===== src/rtl/paraserial_n.sv =====
`default_nettype none
// ============================================================================
//  Module   : paraserial_n
//  Purpose  : Parametrised parallel-to-serial converter. Words arrive through
//             a valid/ready handshake with a one-entry holding buffer and are
//             shifted out one bit per clk_8f cycle. After reset a programmable
//             number of idle words is sent for receiver alignment, and every
//             gap in the input stream is filled with whole idle words.
//  Revision : 1.0  initial release
// ============================================================================
module paraserial_n #(
  parameter int          WIDTH      = 8,
  parameter int unsigned IDLE       = 'hBC,
  parameter int          SYNC_WORDS = 4,
  parameter bit          MSB_FIRST  = 1'b1
) (
  input  logic             clk_8f,
  input  logic             reset,
  input  logic [WIDTH-1:0] data_in,
  input  logic             valid_in,
  output logic             ready_out,
  output logic             data_out,
  output logic             frame_start,
  output logic             active_out
);

  localparam int                CNT_W     = $clog2(WIDTH);
  localparam int                SYNC_W    = $clog2(SYNC_WORDS + 1);
  localparam logic [CNT_W-1:0]  LAST_BIT  = CNT_W'(WIDTH - 1);
  localparam logic [SYNC_W-1:0] SYNC_LAST = SYNC_W'(SYNC_WORDS);
  localparam logic [WIDTH-1:0]  IDLE_WORD = WIDTH'(IDLE);

  typedef enum logic [0:0] {
    ST_SYNC   = 1'b0,
    ST_ACTIVE = 1'b1
  } state_t;

  state_t              state;
  state_t              next_state;
  logic [SYNC_W-1:0]   sync_cnt;
  logic [SYNC_W-1:0]   sync_cnt_next;
  logic [CNT_W-1:0]    bit_cnt;
  logic [WIDTH-1:0]    shift_reg;
  logic [WIDTH-1:0]    hold_data;
  logic                hold_full;

  logic                load;
  logic                sel_hold;
  logic                accept;
  logic [WIDTH-1:0]    word;
  logic                load_bit;
  logic [WIDTH-1:0]    load_rest;
  logic                shift_bit;
  logic [WIDTH-1:0]    shift_rest;

  // A load edge starts a new word; the held word wins only once aligned.
  assign load      = (bit_cnt == '0);
  assign sel_hold  = (state == ST_ACTIVE) && hold_full;
  assign word      = sel_hold ? hold_data : IDLE_WORD;
  assign ready_out = (state == ST_ACTIVE) && (!hold_full || load);
  assign accept    = valid_in && ready_out;

  // Transmit order: the shifter always presents the next bit at one end.
  generate
    if (MSB_FIRST) begin : g_msb_first
      assign load_bit   = word[WIDTH-1];
      assign load_rest  = {word[WIDTH-2:0], 1'b0};
      assign shift_bit  = shift_reg[WIDTH-1];
      assign shift_rest = {shift_reg[WIDTH-2:0], 1'b0};
    end else begin : g_lsb_first
      assign load_bit   = word[0];
      assign load_rest  = {1'b0, word[WIDTH-1:1]};
      assign shift_bit  = shift_reg[0];
      assign shift_rest = {1'b0, shift_reg[WIDTH-1:1]};
    end
  endgenerate

  // State and alignment counter registers.
  always_ff @(posedge clk_8f or negedge reset) begin
    if (!reset) begin
      state    <= ST_SYNC;
      sync_cnt <= '0;
    end else begin
      state    <= next_state;
      sync_cnt <= sync_cnt_next;
    end
  end

  // Count idle words sent in SYNC; go ACTIVE on the last one.
  always_comb begin
    next_state    = state;
    sync_cnt_next = sync_cnt;
    if ((state == ST_SYNC) && load) begin
      sync_cnt_next = sync_cnt + SYNC_W'(1);
      if (sync_cnt_next == SYNC_LAST) begin
        next_state = ST_ACTIVE;
      end
    end
  end

  // Bit counter, shifter and registered serial outputs.
  always_ff @(posedge clk_8f or negedge reset) begin
    if (!reset) begin
      bit_cnt     <= '0;
      shift_reg   <= '0;
      data_out    <= 1'b0;
      frame_start <= 1'b0;
      active_out  <= 1'b0;
    end else begin
      bit_cnt <= (bit_cnt == LAST_BIT) ? '0 : bit_cnt + CNT_W'(1);
      if (load) begin
        data_out    <= load_bit;
        shift_reg   <= load_rest;
        frame_start <= 1'b1;
        active_out  <= sel_hold;
      end else begin
        data_out    <= shift_bit;
        shift_reg   <= shift_rest;
        frame_start <= 1'b0;
      end
    end
  end

  // Holding-buffer occupancy; a new accept on a load edge refills it at once.
  always_ff @(posedge clk_8f or negedge reset) begin
    if (!reset) begin
      hold_full <= 1'b0;
    end else if (accept) begin
      hold_full <= 1'b1;
    end else if (load && sel_hold) begin
      hold_full <= 1'b0;
    end
  end

  // Holding-buffer payload; only meaningful while hold_full is set.
  always_ff @(posedge clk_8f) begin
    if (accept) begin
      hold_data <= data_in;
    end
  end

endmodule
`default_nettype wire


===== config.mk =====
export PLATFORM = sky130hd
export DESIGN_NAME = paraserial_n
export DESIGN_NICKNAME = d
export VERILOG_FILES = /design/src/rtl/paraserial_n.sv
export SDC_FILE = /design/constraint.sdc
export NUM_CORES = 1
export LEC_CHECK = 0
export ABC_AREA = 1
export BUFFER_PORTS_ARGS = -buffer_cell sky130_fd_sc_hd__buf_2
export CAP_MARGIN = 30
export CORE_MARGIN = 2
export CORE_UTILIZATION = 53
export CTS_CLUSTER_SIZE = 10
export DETAILED_ROUTE_END_ITERATION = 6
export HOLD_SLACK_MARGIN = 0.05
export PLACE_DENSITY_LB_ADDON = 0.12
export SYNTH_ARGS = -nofsm -noshare
export SYNTH_HDL_FRONTEND = slang
export SYNTH_SLANG_ARGS = --single-unit

===== constraint.sdc =====
create_clock -name clk_8f -period 1.62 [get_ports clk_8f]
set_input_delay 0.162 -clock clk_8f [delete_from_list [all_inputs] [get_ports clk_8f]]
set_output_delay 0.162 -clock clk_8f [all_outputs]
set_load 0.02 [all_outputs]

* Word level (Yosys, flattened, before mapping)
Cells that the tools add are included.
** Word-level totals
- Register bits after elaboration :: 27
- Logic and storage cells :: 31
** Cells by class
- Bitwise operators :: 1
- Equality and inequality tests :: 2
- Multiplexer cells :: 7
- Reduce and logical (&&, ||, !) cells :: 10
- $add $sub $neg :: 2
** Operators by type and width (count)
- 8-bit 2-to-1 mux :: 2
- 3-bit by 1-bit adder with 3-bit output (second input constant) :: 2
- 3-bit equality test (second input constant) :: 2
- 1-bit logical AND :: 5
- 1-bit 2-to-1 mux :: 4
- 3-bit logical NOT :: 1
- 3-bit 2-to-1 mux :: 1
- 2-bit AND reduction :: 1
- 2-bit nonzero test :: 1
- 1-bit logical NOT :: 1
- 1-bit logical OR :: 1
- 1-bit NOT :: 1

* Depth between registers and ports, before layout
- Word-level depth :: 5
- Mapped depth :: 7
- Depth with buffers taken out :: 7

* Worst setup path before layout
OpenSTA, ideal clock, no wires.
- Path kind :: register to register
- Start point :: reg bit_cnt[0]
- End point :: reg hold_data[0], enable pin
- Required time :: 1296 ps
- Path slack :: 177 ps
- Cell stages (with the launch flop) :: 8
- Arrival :: 1119 ps
- Library setup time :: 324 ps
- Cell sequence :: dfrtp_1 -> inv_1 -> ha_1 -> nand2_2 -> buf_6 -> nand2_4 -> nand3_2 -> inv_1
** Between the ends
- Word-level cells in the longest chain between the ends :: 4
** RTL lines
- start: declaration :: line 42 : logic [CNT_W-1:0] bit_cnt;
- start signal: assignment :: line 110 : bit_cnt <= (bit_cnt == LAST_BIT) ? '0 : bit_cnt + CNT_W'(1);
- 3-bit logical NOT :: line 57 : assign load = (bit_cnt == '0);
- 1-bit logical OR :: line 60 : assign ready_out = (state == ST_ACTIVE) && (!hold_full || load);
- 1-bit logical AND :: line 60
- 1-bit logical AND :: line 61 : assign accept = valid_in && ready_out;
- net accept :: line 49 : logic accept;
- end signal: assignment :: line 138 : hold_data <= data_in;
- end: declaration :: line 44 : logic [WIDTH-1:0] hold_data;
The timed path passes the listed nets, and every way through them passes these cells.
A chain may end at the register's enable or synchronous reset.

* Worst setup path in the final report
- Start point :: reg bit_cnt[0]
- End point :: out ready_out
** Between the ends
- Word-level cells in the longest chain between the ends :: 3
** RTL lines
- 3-bit logical NOT :: line 57
- 1-bit logical OR :: line 60
- 1-bit logical AND :: line 60
- end: declaration :: line 21 : output logic ready_out,
Every way passes these cells.

==> impl_metrics.env <==
export IMPL_outcome="complete, no violations"
export IMPL_h_tree_depth=1
export IMPL_grt_pass1_wl_um=2822
export IMPL_clk_pin_slew_worst_paths_ps=130
export IMPL_p_per_area_nw_per_um2=980.9
export IMPL_core_region_area_um2=1764
export IMPL_end_kind="output port"
export IMPL_critPathKind="register to output port"
export IMPL_swShare_pct=19.88
export IMPL_synth_warnings=0
export IMPL_rows=15
export IMPL_setup_viol=0
export IMPL_antenna_found_initial=0
export IMPL_cts_made_buffers=3
export IMPL_postRouteAntennaNets=0
export IMPL_synth_cell_area_um2=1026
export IMPL_internal_power_uw=1007
export IMPL_synth_seq_cells=26
export IMPL_area_growth_syn_to_layout_pct=24.88
export IMPL_ys_types=15
export IMPL_clockRootBuffer="clkbuf_4"
export IMPL_slew_headroom_pct=73.97
export IMPL_portBuffers=14
export IMPL_num_io_pins=15
export IMPL_finalHoldViolCount=0
export IMPL_cts_sinks=26
export IMPL_maxSlewViolCount=0
export IMPL_rrSetupSlack_ps=220
export IMPL_grt_overflow_total=0
export IMPL_finalCritPeriodShare_pct=92.20
export IMPL_hpwl_um=1133
export IMPL_first_global_vias=709
export IMPL_arrival_ps=1330
export IMPL_cts_max_path_buffers=2
export IMPL_dieArea_um2=2304
export IMPL_drt_pre_antenna_iters=4
export IMPL_layout_min_cycle_time_ps=1494
export IMPL_power_share_clock_pct=34.8
export IMPL_viasPerCell=4.692
export IMPL_antenna_cells=0
export IMPL_die_h_um=48.00
export IMPL_multi_input_area_um2=295.3
export IMPL_worstMarginPinSlew_ps=390.4
export IMPL_power_frac_comb_pct=7.4
export IMPL_grt_most_used_layer="met2"
export IMPL_insertion_delay_ps=320
export IMPL_gr_usage_met3_pct=5.283
export IMPL_remaining_drc_errors=0
export IMPL_gp_congestion=0.7117
export IMPL_nFillCells=137
export IMPL_instances_no_fill=143
export IMPL_grtUsageTotal_pct=18.65
export IMPL_start_kind="register"
export IMPL_rsz0062_at_grt="false"
export IMPL_dp_cells=130
export IMPL_crit_required_ps=1460
export IMPL_syn_inst=91
export IMPL_met2_usage_pct=31.20
export IMPL_grt_max_degree=19
export IMPL_wl_per_cell_um=11.14
export IMPL_fin_worst_skew_ps=1.619
export IMPL_grt_met1_usage_pct=21.67
export IMPL_syn_area_per_cell_um2=11.27
export IMPL_cts_tree="done"
export IMPL_routed_wl_um=1593
export IMPL_synth_seq_area_share_pct=67.32
export IMPL_finalSetupTns_ps=0
export IMPL_regArea_um2=690.7
export IMPL_synthesis_nets=107
export IMPL_maxCapViolations=0
export IMPL_die_w_um=48.00
export IMPL_hp_class="input port to register"
export IMPL_seqPwrFrac_pct=57.8
export IMPL_fmax_mhz=669.5
export IMPL_start_util_pct=58.16
export IMPL_drt_initial_drc_count=7
export IMPL_cp_max_fo=3
export IMPL_nets=135
export IMPL_p_sw_uw=249.8
export IMPL_largest_reg_flops=8
export IMPL_drive_gt1_share_pct=23.73
export IMPL_leakage_uw=0.0006349
export IMPL_irDropWorstVdd_v=0.0007154
export IMPL_num_vias=671
[layout by cell type, fill, tap and decap left out]
cell type / instances
nand2_1: 32
dfrtp_1: 18
buf_2: 13
inv_1: 10
dlygate4sd3_1: 9
edfxtp_1: 8
o21ai_0: 5
ha_1: 4
nor2_1: 3
nand2_2: 3
clkbuf_4: 3
buf_4: 2
nor2_4: 1
inv_2: 1
nand4_1: 1
nor2_2: 1
nand2_4: 1
nand3_2: 1
ha_4: 1
bufinv_16: 1
[synthesized netlist by cell type, drive strengths merged]
| master | number | area share, % |
|---|---|---|
| ha | 5 | 6.1 |
| nand2 | 36 | 15 |
| nand3 | 1 | 0.98 |
| o21ai | 5 | 2.4 |
| nor2 | 5 | 2.8 |
| inv | 11 | 4.0 |
| buf | 1 | 1.1 |
| edfxtp | 8 | 23 |
| nand4 | 1 | 0.61 |
| dfrtp | 18 | 44 |
[final cells by class]
type,instances,share of cell area (%)
clock inverters,1,2.344
clock buffers,3,1.758
inverters,11,3.223
repair buffers,24,13.28
flip-flops and latches,26,53.91
multi-input cells,53,23.05
well taps,25,2.441
[cell families after synthesis]
| group | count (synthesis) | share of synthesized area [%] |
|---|---|---|
| AO/OA/AOI/OAI | 5 | 2.439 |
| adder cells (fa/ha/maj) | 5 | 6.098 |
| buffers and inverters | 12 | 5.122 |
| flip-flops | 26 | 67.32 |
| AND/OR/NAND/NOR | 43 | 19.03 |
[power by group through the flow]
stage               Clock [uW]  Combinational [uW]  Sequential, uW
global placement             0                75.1             739
finish                     437                93.4             726
CTS                        452                93.9             727
floorplan                    0                35.9             743
detailed placement           0                77.2             740
global route               480                 108             730
[path summary, 6_finish.rpt]
| kind | startpoint | endpoint | cells after the start |
|---|---|---|---|
| setup / recovery | bit_cnt[0] | ready_out | 7 |
| hold / removal | valid_in | hold_full | 3 |
| setup reg to reg | bit_cnt[0] | hold_data[0] | 6 |
| hold reg to reg | bit_cnt[0] | bit_cnt[0] | 1 |
| max in group asynchronous | reset | sync_cnt[1] | 2 |
| min in group asynchronous | reset | shift_reg[6] | 2 |
[through the flow]
stage	setup slack, ps	hold slack [ps]	total power [uW]	utilization, %	area [um^2]
floorplan	177.1	-133.6	779.4	-	1026
global placement	196.7	106.3	813.7	63.69	1124
detailed placement	162.2	107.9	817.4	63.69	1124
CTS	41.67	68.49	1273	71.77	1266
global route	16.49	73.35	1318	72.62	1281
finish	126.3	75.09	1257	72.62	1281
[routing by layer]
layer,vias up,routed length (um)
met3,4,65
met4,0,30
met2,13,800
li1,337,-
met1,317,696
met5,-,0
[repair_timing]
item                                    4_1_cts  5_1_grt
endpoints found under the hold margin        26        0
hold buffers                                  9        0
resized for setup                             0        3
buffers inserted                              0        0
endpoints found under the setup margin        0        1
[worst max-delay path, cell delays in order (launching register included)]
cell and delay, ps:
dfrtp_1 420, inv_1 90, ha_4 140, nand2_2 70, nand2_4 60, nand2_1 50, inv_1 50, buf_4 130
Note: power is estimated with default switching activity, not from simulation.
